--- src/rtl/scc_slot_sequencer.sv ---
// SCC slot controller: rotates the 6-slot index, owns the channel registers and
// arbitrates the shared wave RAM port between tone fetch and the CPU slot.
module scc_slot_sequencer #(
    parameter logic [7:0] UNMAPPED_RD = 8'hFF
) (
    input  logic        nreset,
    input  logic        clk,
    input  logic        cpu_req,
    input  logic        cpu_wr,
    input  logic [7:0]  cpu_address,
    input  logic [7:0]  cpu_wdata,
    output logic        cpu_ack,
    output logic [7:0]  cpu_rdata,
    output logic [2:0]  active,
    input  logic [4:0]  wave_address,
    output logic [11:0] reg_frequency_count,
    output logic        clear_counter_a,
    output logic        clear_counter_b,
    output logic        clear_counter_c,
    output logic        clear_counter_d,
    output logic        clear_counter_e,
    output logic        reg_wave_reset,
    output logic        reg_wave_error_en,
    output logic [3:0]  volume_a,
    output logic [3:0]  volume_b,
    output logic [3:0]  volume_c,
    output logic [3:0]  volume_d,
    output logic [3:0]  volume_e,
    output logic [4:0]  ch_enable,
    output logic [6:0]  ram_address,
    output logic        ram_we,
    output logic [7:0]  ram_wdata,
    input  logic [7:0]  ram_rdata
);

    typedef enum logic [2:0] {
        SLOT_A   = 3'd0,
        SLOT_B   = 3'd1,
        SLOT_C   = 3'd2,
        SLOT_D   = 3'd3,
        SLOT_E   = 3'd4,
        SLOT_CPU = 3'd5
    } slot_t;

    slot_t       r_slot, w_slot_next;
    logic [11:0] r_freq [5];
    logic [3:0]  r_vol  [5];
    logic [4:0]  r_en;
    logic [7:0]  r_mode;
    logic        r_ack;
    logic        r_rd_wave;
    logic [7:0]  r_rdata;
    logic [4:0]  r_clear;

    logic        w_accept, w_is_wave, w_is_freq, w_is_vol, w_is_en, w_is_mode;
    logic [2:0]  w_fch, w_vch;
    logic [7:0]  w_reg_rdata;

    always_ff @(posedge clk or negedge nreset) begin
        if (!nreset) r_slot <= SLOT_A;
        else         r_slot <= w_slot_next;
    end

    always_comb begin
        w_slot_next = SLOT_A;
        case (r_slot)
            SLOT_A:  w_slot_next = SLOT_B;
            SLOT_B:  w_slot_next = SLOT_C;
            SLOT_C:  w_slot_next = SLOT_D;
            SLOT_D:  w_slot_next = SLOT_E;
            SLOT_E:  w_slot_next = SLOT_CPU;
            default: w_slot_next = SLOT_A;
        endcase
    end

    // Address decode; the channel index of each register group is packed in addr[3:0].
    assign w_is_wave = ~cpu_address[7];
    assign w_is_freq = (cpu_address[7:4] == 4'h8) && (cpu_address[3:0] <= 4'h9);
    assign w_is_vol  = (cpu_address >= 8'h8A) && (cpu_address <= 8'h8E);
    assign w_is_en   = (cpu_address == 8'h8F);
    assign w_is_mode = (cpu_address == 8'hE0);
    assign w_fch     = cpu_address[3:1];
    assign w_vch     = cpu_address[2:0] - 3'd2;
    assign w_accept  = (r_slot == SLOT_CPU) && cpu_req && !r_ack;

    always_comb begin
        w_reg_rdata = UNMAPPED_RD;
        if (w_is_freq)
            w_reg_rdata = cpu_address[0] ? {4'h0, r_freq[w_fch][11:8]} : r_freq[w_fch][7:0];
        else if (w_is_vol)
            w_reg_rdata = {4'h0, r_vol[w_vch]};
        else if (w_is_en)
            w_reg_rdata = {3'b000, r_en};
        else if (w_is_mode)
            w_reg_rdata = r_mode;
    end

    always_ff @(posedge clk or negedge nreset) begin
        if (!nreset) begin
            for (int unsigned i = 0; i < 5; i++) begin
                r_freq[i] <= '0;
                r_vol[i]  <= '0;
            end
            r_en      <= '0;
            r_mode    <= '0;
            r_ack     <= 1'b0;
            r_rd_wave <= 1'b0;
            r_rdata   <= '0;
            r_clear   <= '0;
        end else begin
            r_ack   <= w_accept;
            r_clear <= (w_accept && cpu_wr && w_is_freq) ? (5'b00001 << w_fch) : '0;
            if (w_accept) begin
                r_rd_wave <= w_is_wave && !cpu_wr;
                r_rdata   <= w_reg_rdata;
                if (cpu_wr) begin
                    if (w_is_freq) begin
                        if (cpu_address[0]) r_freq[w_fch][11:8] <= cpu_wdata[3:0];
                        else                r_freq[w_fch][7:0]  <= cpu_wdata;
                    end
                    if (w_is_vol)  r_vol[w_vch] <= cpu_wdata[3:0];
                    if (w_is_en)   r_en         <= cpu_wdata[4:0];
                    if (w_is_mode) r_mode       <= cpu_wdata;
                end
            end
        end
    end

    // Wave reads come straight from the RAM, whose one-cycle latency lands on the ack slot.
    assign cpu_ack   = r_ack;
    assign cpu_rdata = r_ack ? (r_rd_wave ? ram_rdata : r_rdata) : '0;
    assign active    = r_slot;

    always_comb begin
        reg_frequency_count = '0;
        ram_address         = {r_slot[1:0], wave_address};
        case (r_slot)
            SLOT_A:   reg_frequency_count = r_freq[0];
            SLOT_B:   reg_frequency_count = r_freq[1];
            SLOT_C:   reg_frequency_count = r_freq[2];
            SLOT_D:   reg_frequency_count = r_freq[3];
            SLOT_E: begin
                reg_frequency_count = r_freq[4];
                ram_address         = {2'd3, wave_address};
            end
            default:  ram_address   = cpu_address[6:0];
        endcase
    end

    assign ram_we    = w_accept && cpu_wr && w_is_wave;
    assign ram_wdata = cpu_wdata;

    assign clear_counter_a   = r_clear[0];
    assign clear_counter_b   = r_clear[1];
    assign clear_counter_c   = r_clear[2];
    assign clear_counter_d   = r_clear[3];
    assign clear_counter_e   = r_clear[4];
    assign volume_a          = r_vol[0];
    assign volume_b          = r_vol[1];
    assign volume_c          = r_vol[2];
    assign volume_d          = r_vol[3];
    assign volume_e          = r_vol[4];
    assign ch_enable         = r_en;
    assign reg_wave_reset    = r_mode[5];
    assign reg_wave_error_en = r_mode[0];

endmodule

--- config.mk ---
export PLATFORM = sky130hd
export DESIGN_NAME = scc_slot_sequencer
export DESIGN_NICKNAME = d
export VERILOG_FILES = /design/src/rtl/scc_slot_sequencer.sv
export SDC_FILE = /design/constraint.sdc
export NUM_CORES = 1
export LEC_CHECK = 0
export CAP_MARGIN = 15
export CORE_MARGIN = 2
export CORE_UTILIZATION = 38
export CTS_CLUSTER_DIAMETER = 150
export DETAILED_ROUTE_END_ITERATION = 10
export MAX_ROUTING_LAYER = met4
export SLEW_MARGIN = 0
export SYNTH_ARGS = -nofsm -noshare
export SYNTH_HDL_FRONTEND = slang
export SYNTH_SLANG_ARGS = --single-unit
--- constraint.sdc ---
create_clock -name clk -period 2.3 [get_ports clk]
set_input_delay 0.69 -clock clk [delete_from_list [all_inputs] [get_ports clk]]
set_output_delay 0.69 -clock clk [all_outputs]
set_load 0.005 [all_outputs]
==> qor.yml, run 1 <==
grt_first_pass_wirelength_um: 30400
switchingPower_mw: 0.999
antenna_found_initial: 0
power.density_nw_per_um2: 454
antenna_cells: 0
p_int_mw: 3.04
setup_slack_ps: -212
cp.arrival_ps: 1820
die_area_sq_um: 16700
vias: 5005
worstSkewPairLatency_ps: 360
cap_viol_max_count: 0
placed_cells: 873
yosys_warnings: 0
avgSynthCellArea_sq_um: 11.8
row_count: 45
ys_types: 53
via_per_inst: 5.51
hpwl_um: 13700
instances_no_fill: 908
ff_latch_area_sq_um: 2780
skew_ps: 8.31
ant_nets: 0
wl_per_cell_um: 21.4
startpoint_type: "register"
clock_sinks: 111
synthCells: 504
die_w_um: 129
cts-hold-fix-buffers: 0
clockBufferDepth: 2
synth_nets: 541
fmax_ghz: 0.398
report.final.hold_viol_count: 0
min_path_type: "in -> async"
cp_data_required_time_ps: 1610
p_leak_nw: 4.15
grt_max_degree: 40
cts_buffers: 9
pwr-share-comb_pct: 10.5
htree_levels: 3
switching_share_pct: 24.7
grt_pass1_vias: 5324
n_fill_cell: 1267
drc: 0
critPathCaptureType: "primary output"
core_sq_um: 15300
area_growth_pct: 49.5
die_h_um: 129
status: "finished, violations left"
netlist_area_sq_um: 5960
dpl-instance-area_sq_um: 7980
yosysSeqAreaShare_pct: 46.6
clkTransAtPathRegs_ps: 70
rsz0062_at_grt: "true"
finalMaxSlewViolations: 0
worstSetupPathType: "reg -> out"
synth-async-reset-ratio_pct: 100
synth-edff-count: 0
track_usage_pct: 24.8
portBuffers: 104
synth-main-ff-cell: "dfrtp_1"
period_minus_slack_ps: 2510
max-vdd-ir-drop_mv: 0.450
fin_crit_sh_pct: 109
tightestPinTransition_ps: 554
dp_slack_ps: -788
design_area_sq_um: 8910
drtIter0Drc: 275
multi_input_area_sq_um: 3510
synth_seq_cells: 111
drtPass1Iterations: 5
hold_slack_ps: 297
violations: "negative setup slack"
initial_core_util_pct: 39.0
path_max_fanout: 6
cts_tree: "yes"
final_nets: 729
drive_gt1_share_pct: 50.8
seqPwrFrac_pct: 49.3
drt-total-wl_um: 19400
setup_tns_ps: -4360
ios: 105
setup_viol_count_final: 51
grt_overflow: 0
cts-root-buf: "clkbuf_16"
max-slew-margin-rel_pct: 62.6
clock_power_share_pct: 40.3
gp_congestion: 0.872
-- metal layers --
metal	vias up	global-route usage [%]	part of all wire, %
met5	-	-	0
met4	0	8.82	2.6
met3	36	3.72	3.7
met2	152	40.2	50
met1	2562	31.7	44
li1	2255	-	-
-- worst max-delay path, stage by stage, from the launching register on --
cell     delay, ps
dfrtp_2        490
buf_8          170
buf_6          110
mux2_4         300
a22oi_2        140
o22ai_2        100
buf_2          150
-- kinds of logic after synthesis --
family,share of synthesized area [%]
XOR/XNOR,0.147
AND/OR/NAND/NOR,9.05
flip-flops,46.6
adder cells (fa/ha/maj),0.840
multiplexers,27.7
AO/OA/AOI/OAI,11.8
buffers and inverters,3.80
-- cell usage after synthesis, types with 5 or more instances --
library cell  count  share of area, %
o22ai_1          11               1.2
buf_4             9               1.1
nor3_1            6              0.50
and2_1            5              0.53
o21ai_0          22               1.8
clkbuf_1         25               1.6
mux2_2          122                23
nor2b_1           8              0.84
dfrtp_1         111                47
a22oi_1          23               2.9
o211ai_1          7              0.88
a21oi_1           9              0.76
a31oi_1           6              0.63
buf_1             6              0.38
mux2i_1          20               3.4
nand2_1          25               1.6
nor2_1           17               1.1
-- cells in the final DEF (no fill, tap or decap), types with 6 or more instances in the layout --
cell	Yosys	final
dfrtp_1	111	107
buf_4	9	79
mux2_4	0	65
mux2_2	122	58
clkdlybuf4s50_1	0	57
buf_6	0	30
buf_2	4	22
mux2i_1	20	20
nand2_1	25	19
o21ai_0	22	17
dlygate4sd2_1	0	17
a22oi_2	0	13
nor2_1	17	12
a22oi_1	23	10
clkbuf_16	0	10
a21oi_1	9	8
o211ai_1	7	7
buf_12	0	7
o22ai_2	0	6
nor4_4	4	6
nor2b_1	8	6
a31oi_1	6	6
-- state kept, by name, summed over array words and instances (netlist names) --
register	cells
r_rdata	8
r_rd_wave	1
volume_c	4
volume_b	4
r_mode	8
ch_enable	5
cpu_ack	1
active	3
r_freq	60
r_clear	5
volume_e	4
volume_a	4
volume_d	4
-- power by group through the flow --
stage	Combinational, mW	Sequential [mW]	Clock (mW)
6_report	0.424	1.99	1.63
5_1_grt	0.454	1.99	1.74
4_1_cts	0.421	1.99	1.66
3_5_place_dp	0.419	2.03	0
3_3_place_gp	0.414	2.03	0
2_1_floorplan	0.170	2.02	0
-- layout make-up --
cell class,count,share of cell area [%]
clock buffers,10,2.68
clock inverters,6,0.758
inverters,6,0.323
multi-input cells,343,39.5
flip-flops and latches,111,31.2
well taps,211,2.96
repair buffers,221,22.6
-- final timing paths --
check                      startpoint                endpoint  slack (ps)  depth (start not counted)
setup reg to reg            active[0]              r_freq[42]        -100                          8
setup / recovery            active[0]  reg_frequency_count[4]        -210                          6
hold reg to reg             r_mode[7]               r_mode[7]         520                          1
hold / removal                 nreset               r_mode[5]         300                          1
max in group asynchronous      nreset              r_freq[11]        1410                          2
min in group clk            r_mode[7]               r_mode[7]         520                          1
-- metrics by stage --
stage          utilization [%]  total power, mW
6_report                  58.4             4.04
3_3_place_gp              52.3             2.44
5_1_grt                   58.4             4.19
2_1_floorplan                -             2.19
4_1_cts                   57.5             4.07
3_5_place_dp              52.3             2.45
-- timing repair --
| item | in CTS | in global routing |
|---|---|---|
| buffers inserted | 15 | 6 |
| resized for setup | 234 | 46 |
| gates cloned | 1 | 0 |
| pin swaps | 34 | 26 |
| setup endpoints to repair | 137 | 116 |
Note: power is estimated with default switching activity, not from simulation.
==> inputs of run 2 (changes only) <==
- CORE_ASPECT_RATIO: unset -> 0.5
- SLEW_MARGIN: 0 -> unset
- clock period: 2.3 -> 2.25 ns (I/O delays scaled with it)
==> qor.yml, run 2 (same netlist as run 1, synthesis figures left out) <==
largestRegisters: "r_freq (60), r_mode (8), r_rdata (8)"
p_leak_nw: 4.09
grt_first_pass_wirelength_um: 29900
drc: 0
fin_util_pct: 57.0
clock_sinks: 111
tightestPinTransition_ps: 481
wl_per_cell_um: 21.4
max-slew-margin-rel_pct: 68.0
core_sq_um: 15400
antenna_found_initial: 0
top_register: "r_freq"
clkTransAtPathRegs_ps: 70
cap_viol_max_count: 0
track_usage_pct: 24.2
skew_ps: 9.99
highest_layer: "met4"
worstReg2RegEnd: "r_freq[31]"
reg2reg_from: "active[1]"
path_max_fanout: 5
htree_levels: 3
startpoint_type: "register"
final_nets: 736
die_area_sq_um: 16800
initial_core_util_pct: 38.7
status: "finished, violations left"
drtPass1Iterations: 6
final_cell_mix: "dfrtp_1, buf_4, mux2_2"
die_h_um: 92.5
cp_data_required_time_ps: 1570
drtIter0Drc: 317
setup_viol_count_final: 36
ff2ff_path_depth: 6
wl_met2_um: 8730
portBuffers: 104
die_w_um: 181
met1Wirelength_um: 9680
hpwl_um: 13700
rsz0062_at_grt: "true"
min_path_type: "in -> async"
fin_crit_sh_pct: 110
r2r_slack_ps: 0
dp_slack_ps: -820
power.density_nw_per_um2: 459
period_minus_slack_ps: 2470
max-vdd-ir-drop_mv: 0.347
final_common_cell: "dfrtp_1"
grt_overflow: 0
critPathCaptureType: "primary output"
report.final.hold_viol_count: 0
via_per_inst: 5.49
cts-root-buf: "clkbuf_16"
hold_slack_ps: 184
largest_reg_flops: 60
antenna_cells: 0
grt_pass1_vias: 5132
drt-total-wl_um: 19400
area_growth_pct: 47.2
grt_max_degree: 39
worstSkewPairLatency_ps: 350
row_count: 32
clockBufferDepth: 2
violations: "negative setup slack"
fmax_ghz: 0.405
finalMaxSlewViolations: 0
n_fill_cell: 1311
drive_gt1_share_pct: 50.3
setup_slack_ps: -219
cp.arrival_ps: 1790
cts_tree: "yes"
ant_nets: 0
gp_congestion: 0.874
vias: 4987
dr_wl_met3_um: 818
cts_buffers: 9
dpl-instance-area_sq_um: 7990
design_area_sq_um: 8770
ios: 105
worstSetupPathType: "reg -> out"
run 2: changes by cell type in the layout (fill, tap and decap cells not counted), moves of 5 or more:
cell,change
buf_4,+12
buf_6,-6
clkbuf_2,+7
dlygate4sd2_1,-5
mux2_2,+18
mux2_4,-18
o22ai_1,+5
o22ai_2,-5
run 2: critical path, stage by stage, from the launching register on:
cell	delay (ps)
dfrtp_2	410
buf_6	140
buf_6	130
o21ai_4	120
buf_6	140
buf_6	100
mux2_4	290
buf_6	110
run 2: final cells by class:
cell class | instances | area (sq um) | share of cell area, %
clock buffers | 11 | 243 | 2.77
clock inverters | 5 | 40.0 | 0.456
inverters | 6 | 27.5 | 0.314
multi-input cells | 343 | 3380 | 38.6
flip-flops and latches | 111 | 2780 | 31.7
well taps | 204 | 255 | 2.91
repair buffers | 228 | 2040 | 23.3
run 2: metrics by stage:
step                      total power, mW  std cells  TNS [ps]
after detailed placement             2.50        867    -80930
after CTS                            4.04        903     -3880
after global placement               2.50        867    -81510
final                                4.03        908     -2560
after global routing                 4.17        908     -5360
after floorplan                      2.23        504    -21330
run 2: metal layers:
layer  GRT usage [%]  up-vias
met1            34.4     2578
met5               -        -
met4            4.20        0
met3            4.29       18
met2            36.9      119
li1                -     2272
run 2: where the power goes:
group	leakage (nW)	internal (mW)	switching (mW)	total [mW]
registers	1.51	2.01	0.0196	2.03
logic	2.44	0.213	0.241	0.454
clock network	0.140	0.794	0.748	1.54
total	4.09	3.02	1.01	4.03
run 2: how the worst max path moves through the flow:
stage	startpoint	end	slack, ps	cells after the start
5_1_grt	active[0]	ram_address[4]	-270	7
4_1_cts	active[0]	reg_frequency_count[9]	-240	6
3_3_place_gp	cpu_address[4]	r_freq[22]	-810	7
2_1_floorplan	cpu_address[4]	r_freq[25]	-440	6
3_5_place_dp	cpu_address[4]	r_freq[27]	-820	7
6_report	active[0]	ram_address[4]	-220	7
run 2: what timing repair did:
item / CTS / global route
endpoints found under the setup margin: 140 / 126
buffers inserted: 19 / 10
gates cloned: 1 / 0
hold buffers: 0 / 0
resized for setup: 197 / 64
pin swaps: 24 / 24
==> variant 1, RTL diff (flow settings as in run 1) <==
Put a register stage on the output `reg_wave_error_en`, with the module's reset. The value now appears one clock later. The other outputs are not delayed to match.
--- a/src/rtl/scc_slot_sequencer.sv
+++ b/src/rtl/scc_slot_sequencer.sv
@@ -164,3 +164,9 @@
     assign reg_wave_reset    = r_mode[5];
-    assign reg_wave_error_en = r_mode[0];
+    always_ff @(posedge clk or negedge nreset) begin
+        if (!nreset) begin
+            reg_wave_error_en <= '0;
+        end else begin
+            reg_wave_error_en <= r_mode[0];
+        end
+    end
 
Behaviour: not the same (a bounded check fails within 10 cycles, from zero or initial values and one cycle with nreset low).
==> variant 1 against run 1 <==
  * The flow still finishes with violations (setup timing)
  * Critical endpoint is now reg_frequency_count[11]
  * Design area down 3.1%
  * Count of clock-buffer cells in the layout is 1 lower
  * Die area up 0.51%
  * Critical path depth unchanged
  * Total power shrank 1.9%
  * Sequential cell count increased by 1
  * Clock skew is essentially flat
  * Synthesized area up 0.53%
  * Routed wire length decreased by 4.1%
  * Setup slack better by 0.0016 ns
  * Clock power fell by 4%
  * Fmax is essentially flat
  * Largest cell class unchanged
==> variant 1: results (changes against run 1) <==
[finish]
final_net_count = 748  ; +2.6%
antenna_cells = 0  ; unchanged
fillCellCount = 1309  ; +3.3%
largestRegisters = r_freq: 60 flops, r_mode: 8 flops, r_rdata: 8 flops
layout-drive-gt1-share = 0.485  ; -0.0233

[worst_hold_path]
worstHoldPathType = input port to async pin

[yosys]
async_flop_share = 1.00  ; unchanged
ys_warn_count = 0  ; unchanged
synth_xor_xnor_area_share = 0.00146  ; -0.00000768
synth_compound_area_frac = 0.118  ; -0.000198
synthTopCellsByCount = 119 x mux2_2, 112 x dfrtp_1, 31 x a22oi_1, 31 x nand2_1, 24 x nor2_1
netlist-cell-type-count = 50  ; -5.7%
synth_fa_ha_area_frac = 0.00836  ; -0.0000439
netlist_instances = 517  ; +2.6%
ys_top_cells_by_area = dfrtp_1 47%, mux2_2 22%, a22oi_1 3.9%
syn_nets = 554  ; +2.4%
synth_mux_area_frac = 0.272  ; -0.00500
ys_seq_area_frac = 0.468  ; +0.00174

[cts]
clock-root-buffer = clkbuf_16
clkTransAtPathRegs_ns = 0.07  ; about the same
cts_made_buffers = 9  ; unchanged
clk_path_buf_depth = 2  ; unchanged
clk_latency_ns = 0.36  ; about the same
htreeDepth = 3  ; unchanged

[pwr]
ir_drop_v = 0.000454  ; +0.90%
internal-power_w = 0.00300  ; -1.4%
power_density_nw_per_um2 = 459  ; +1.2%
p_leak_nw = 4.07  ; -1.9%

[worst_setup_path]
arrival_ns = 1.82  ; about the same
crit_fanout = 7  ; +1

[global_route]
grt_pass1_wl_um = 28500  ; -6.3%
grt.total_usage = 0.230  ; -0.0182
antenna_found_initial = 0  ; unchanged
grt_max_degree = 49  ; +23%

[timing]
postLayoutSetupSlackWorst_ns = -0.211  ; +0.00158 ns
hold_viol_final = 0  ; unchanged
fin_skew_ns = 0.00844  ; +0.000125 ns
setup_viol = 19  ; -63%
final.setup.tns_ns = -2.33  ; +2.03 ns
worst_slew_pin_slew_ns = 0.427  ; -0.127 ns

[route]
vias = 5100  ; +1.9%
drtIter0Drc = 319  ; +16%
drtPass1Iterations = 4  ; -1
vias_per_cell = 5.50  ; -0.19%
routed_wl_um = 18600  ; -4.1%

[outcome]
outcome = complete, but fails checks
violations = setup timing

[place]
globalplace.congestion = 0.852  ; -2.3%
dp_cells = 877  ; +0.46%
dpl.hpwl_um = 13000  ; -5.5%
portBuffers = 104  ; unchanged

variant 1: cell count changes after synthesis, moves of 4 or more:
cell	change
nor3_1	-5
nand3_1	+7
a22oi_1	+8
o211ai_1	-6
nand2_1	+6
o22ai_1	+8
nor2b_1	+4
nor2_1	+7
variant 1: logic make-up after synthesis:
logic type / after synthesis
muxes: 143
DFF: 112
AOI/OAI and AO/OA: 106
and+or+nand+nor: 104
buffers and inverters: 47
adders and majority gates: 4
xor gates and xnor gates: 1
variant 1: worst max-delay path, cell delays in order (launching register included):
cell and delay, ns:
dfrtp_2 0.47, buf_6 0.16, buf_6 0.11, mux2_4 0.29, a22oi_2 0.17, o22ai_2 0.11, buf_2 0.14
variant 1: repair_timing:
item / in CTS / in global routing
gates cloned: 1 / 1
setup buffers: 27 / 8
pin swaps: 28 / 24
gates resized for setup: 163 / 56
endpoints found under the setup margin: 121 / 78
variant 1: path summary, 6_finish.rpt:
path                                           endpoint  slack, ns      start  cells past startpoint
worst max-delay path            reg_frequency_count[11]      -0.21  active[0]                      6
worst min-delay path                        volume_a[3]       0.24     nreset                      1
worst max register to register               r_freq[32]       0.03  active[0]                      7
worst min register to register        reg_wave_error_en       0.42  r_mode[0]                      0
max in group asynchronous                     r_rd_wave       1.47     nreset                      2
min in group clk                      reg_wave_error_en       0.42  r_mode[0]                      0
variant 1: through the flow:
stage / setup WS (ns) / area (µm²)
after floorplan: -0.0263 / 6040
after global placement: -0.528 / 7840
after detailed placement: -0.555 / 7840
after CTS: -0.250 / 8440
after global routing: -0.265 / 8630
final: -0.211 / 8630
variant 1: power groups by stage:
stage | sequential, W | clock, W | combinational, W
floorplan | 0.00203 | 0 | 0.000158
global placement | 0.00204 | 0 | 0.000398
detailed placement | 0.00204 | 0 | 0.000403
CTS | 0.00200 | 0.00160 | 0.000397
global route | 0.00200 | 0.00168 | 0.000436
finish | 0.00200 | 0.00156 | 0.000403
variant 1: final cells by class:
class / count / area, µm² / share of cell area
clock inverter: 7 / 62.6 / 0.00725
tap: 211 / 264 / 0.0306
sequential: 112 / 2810 / 0.325
clock buffer: 9 / 225 / 0.0261
multi-input combinational: 358 / 3240 / 0.376
timing repair buffer: 225 / 2010 / 0.232
inverter: 5 / 25.0 / 0.00290
variant 1: layer usage:
layer  track usage  wire length [µm]  up-vias
met1         0.306              8240     2604
li1              -                 -     2303
met5             -                 0        -
met2         0.359              9010      165
met4        0.0658               436        0
met3        0.0442               936       28
==> variant 2, RTL diff (config.mk and constraints of run 1) <==
Without the edit above. Change the parameter `UNMAPPED_RD` from 8'hFF to 8'h80.
--- a/src/rtl/scc_slot_sequencer.sv
+++ b/src/rtl/scc_slot_sequencer.sv
@@ -3,3 +3,3 @@
 module scc_slot_sequencer #(
-    parameter logic [7:0] UNMAPPED_RD = 8'hFF
+    parameter logic [7:0] UNMAPPED_RD = 8'h80
 ) (
Behaviour: not the same (Yosys sat finds a counterexample within 10 cycles, from zero or initial values and one cycle with nreset low).
==> variant 2 against run 1 <==
  * The flow still finishes with violations (setup timing)
  * Synthesized area grew 2.1%
  * First-iteration DRC count shrank 1.5%
  * Die area increased by 2.0%
  * Global-route usage fell by 1.1 points
  * Synthesized cell count increased by 4.6%
  * Core utilization decreased by 2.8 points
  * Setup slack improved by 0.032 ns
  * Routed wire length down 1.5%
  * Sequential cell count unchanged
  * Total power shrank 1.1%
  * Critical path depth unchanged
  * Design area shrank 1.7%
  * Critical endpoint is now reg_frequency_count[5]
  * Largest power group unchanged
==> variant 2: results (changes against run 1) <==
[cts]
postCtsSetupBuffers = 19  ; +4
clk_path_buf_depth = 2  ; unchanged
cts_repair_resize_count = 193  ; -18%

[global_route]
grt_pass1_vias = 5239  ; -1.6%
grt.total_usage = 0.237  ; -0.0109
grt_pass1_wl_um = 29700  ; -2.3%
grt_max_degree = 112  ; +180%

[pwr]
p_leak_nw = 4.03  ; -2.7%
internal-power_w = 0.00304  ; -0.26%
ir_drop_v = 0.000369  ; -18%
seqPwrFrac = 0.497  ; +0.004

[yosys]
synthTopCellsByCount = 111 x dfrtp_1, 110 x mux2_2, 29 x nor2_1
ys_seq_area_frac = 0.457  ; -0.00950
netlist_instances = 527  ; +4.6%
synth_mux_area_frac = 0.267  ; -0.0104
synth_fa_ha_area_frac = 0.00823  ; -0.000171
ys_top_cells_by_area = dfrtp_1 46%, mux2_2 20%, mux2i_1 4.1%
synth_xor_xnor_area_share = 0.00144  ; -0.0000300
syn_nets = 564  ; +4.3%
netlist-cell-type-count = 50  ; -5.7%
synth_compound_area_frac = 0.115  ; -0.00240

[finish]
multi_input_area_share = 0.395  ; +0.000650
layout-drive-gt1-share = 0.461  ; -0.0465
clk_share = 0.0334  ; -0.000991
nNonClkBuffers = 216  ; -2.3%
multi_input_cells = 364  ; +6.1%
fin_util = 0.556  ; -0.0283
buf_share = 0.220  ; -0.00548
fillCellCount = 1389  ; +9.6%
final_net_count = 745  ; +2.2%
layout.cells.non_filler = 929  ; +2.3%
regArea_um2 = 2780  ; about the same
clkbuf_count = 13  ; +3

[worst_setup_path]
critPathTopFamily = multiplexers
crit_fanout = 7  ; +1
arrival_ns = 1.79  ; -0.03 ns
critPathSlowestCell = mux4_2

[timing]
worst_slew_pin_slew_ns = 0.607  ; +0.0526 ns
postLayoutSetupSlackWorst_ns = -0.181  ; +0.0319 ns
final.setup.tns_ns = -1.62  ; +2.74 ns
fin_skew_ns = 0.00873  ; +0.000415 ns
setup_viol = 18  ; -65%

[outcome]
outcome = complete, but fails checks
violations = setup timing

[route]
vias = 5009  ; +0.080%
drtIter0Drc = 271  ; -1.5%
routed_wl_um = 19100  ; -1.5%

[place]
dpl.hpwl_um = 13600  ; -0.72%
dpl_cell_area_um2 = 7980  ; about the same
place_ws_ns = -0.614  ; +0.174 ns
dp_cells = 896  ; +2.6%

[floorplan]
die_area_um2 = 17000  ; +2.0%

-- variant 2: cell types whose count changed after synthesis, sizes merged, moves of 5 or more --
cell,run 1,this run
nor2,17,31
mux2,123,110
a21oi,9,20
o2bb2ai,0,9
nand3,4,10
o21ai,23,17
a22oi,23,28
a31oi,6,1
and3,2,7
mux2i,20,25
nand2,25,20
-- variant 2: worst paths after layout --
check / from / to / slack, ns / depth (start not counted)
worst max-delay path: active[0] / reg_frequency_count[5] / -0.18 / 6
worst min-delay path: nreset / active[0] / 0.40 / 2
worst max register to register: active[0] / r_freq[38] / -0.01 / 9
worst min register to register: r_rdata[7] / r_rdata[7] / 0.51 / 1
max in group asynchronous: nreset / r_rd_wave / 1.41 / 2
min in group clk: r_rdata[7] / r_rdata[7] / 0.51 / 1
-- variant 2: per-layer routing --
layer | routed length, µm | global-route usage
met1 | 8650 | 0.313
met2 | 9170 | 0.371
met3 | 874 | 0.0342
met4 | 440 | 0.0901
met5 | 0 | -
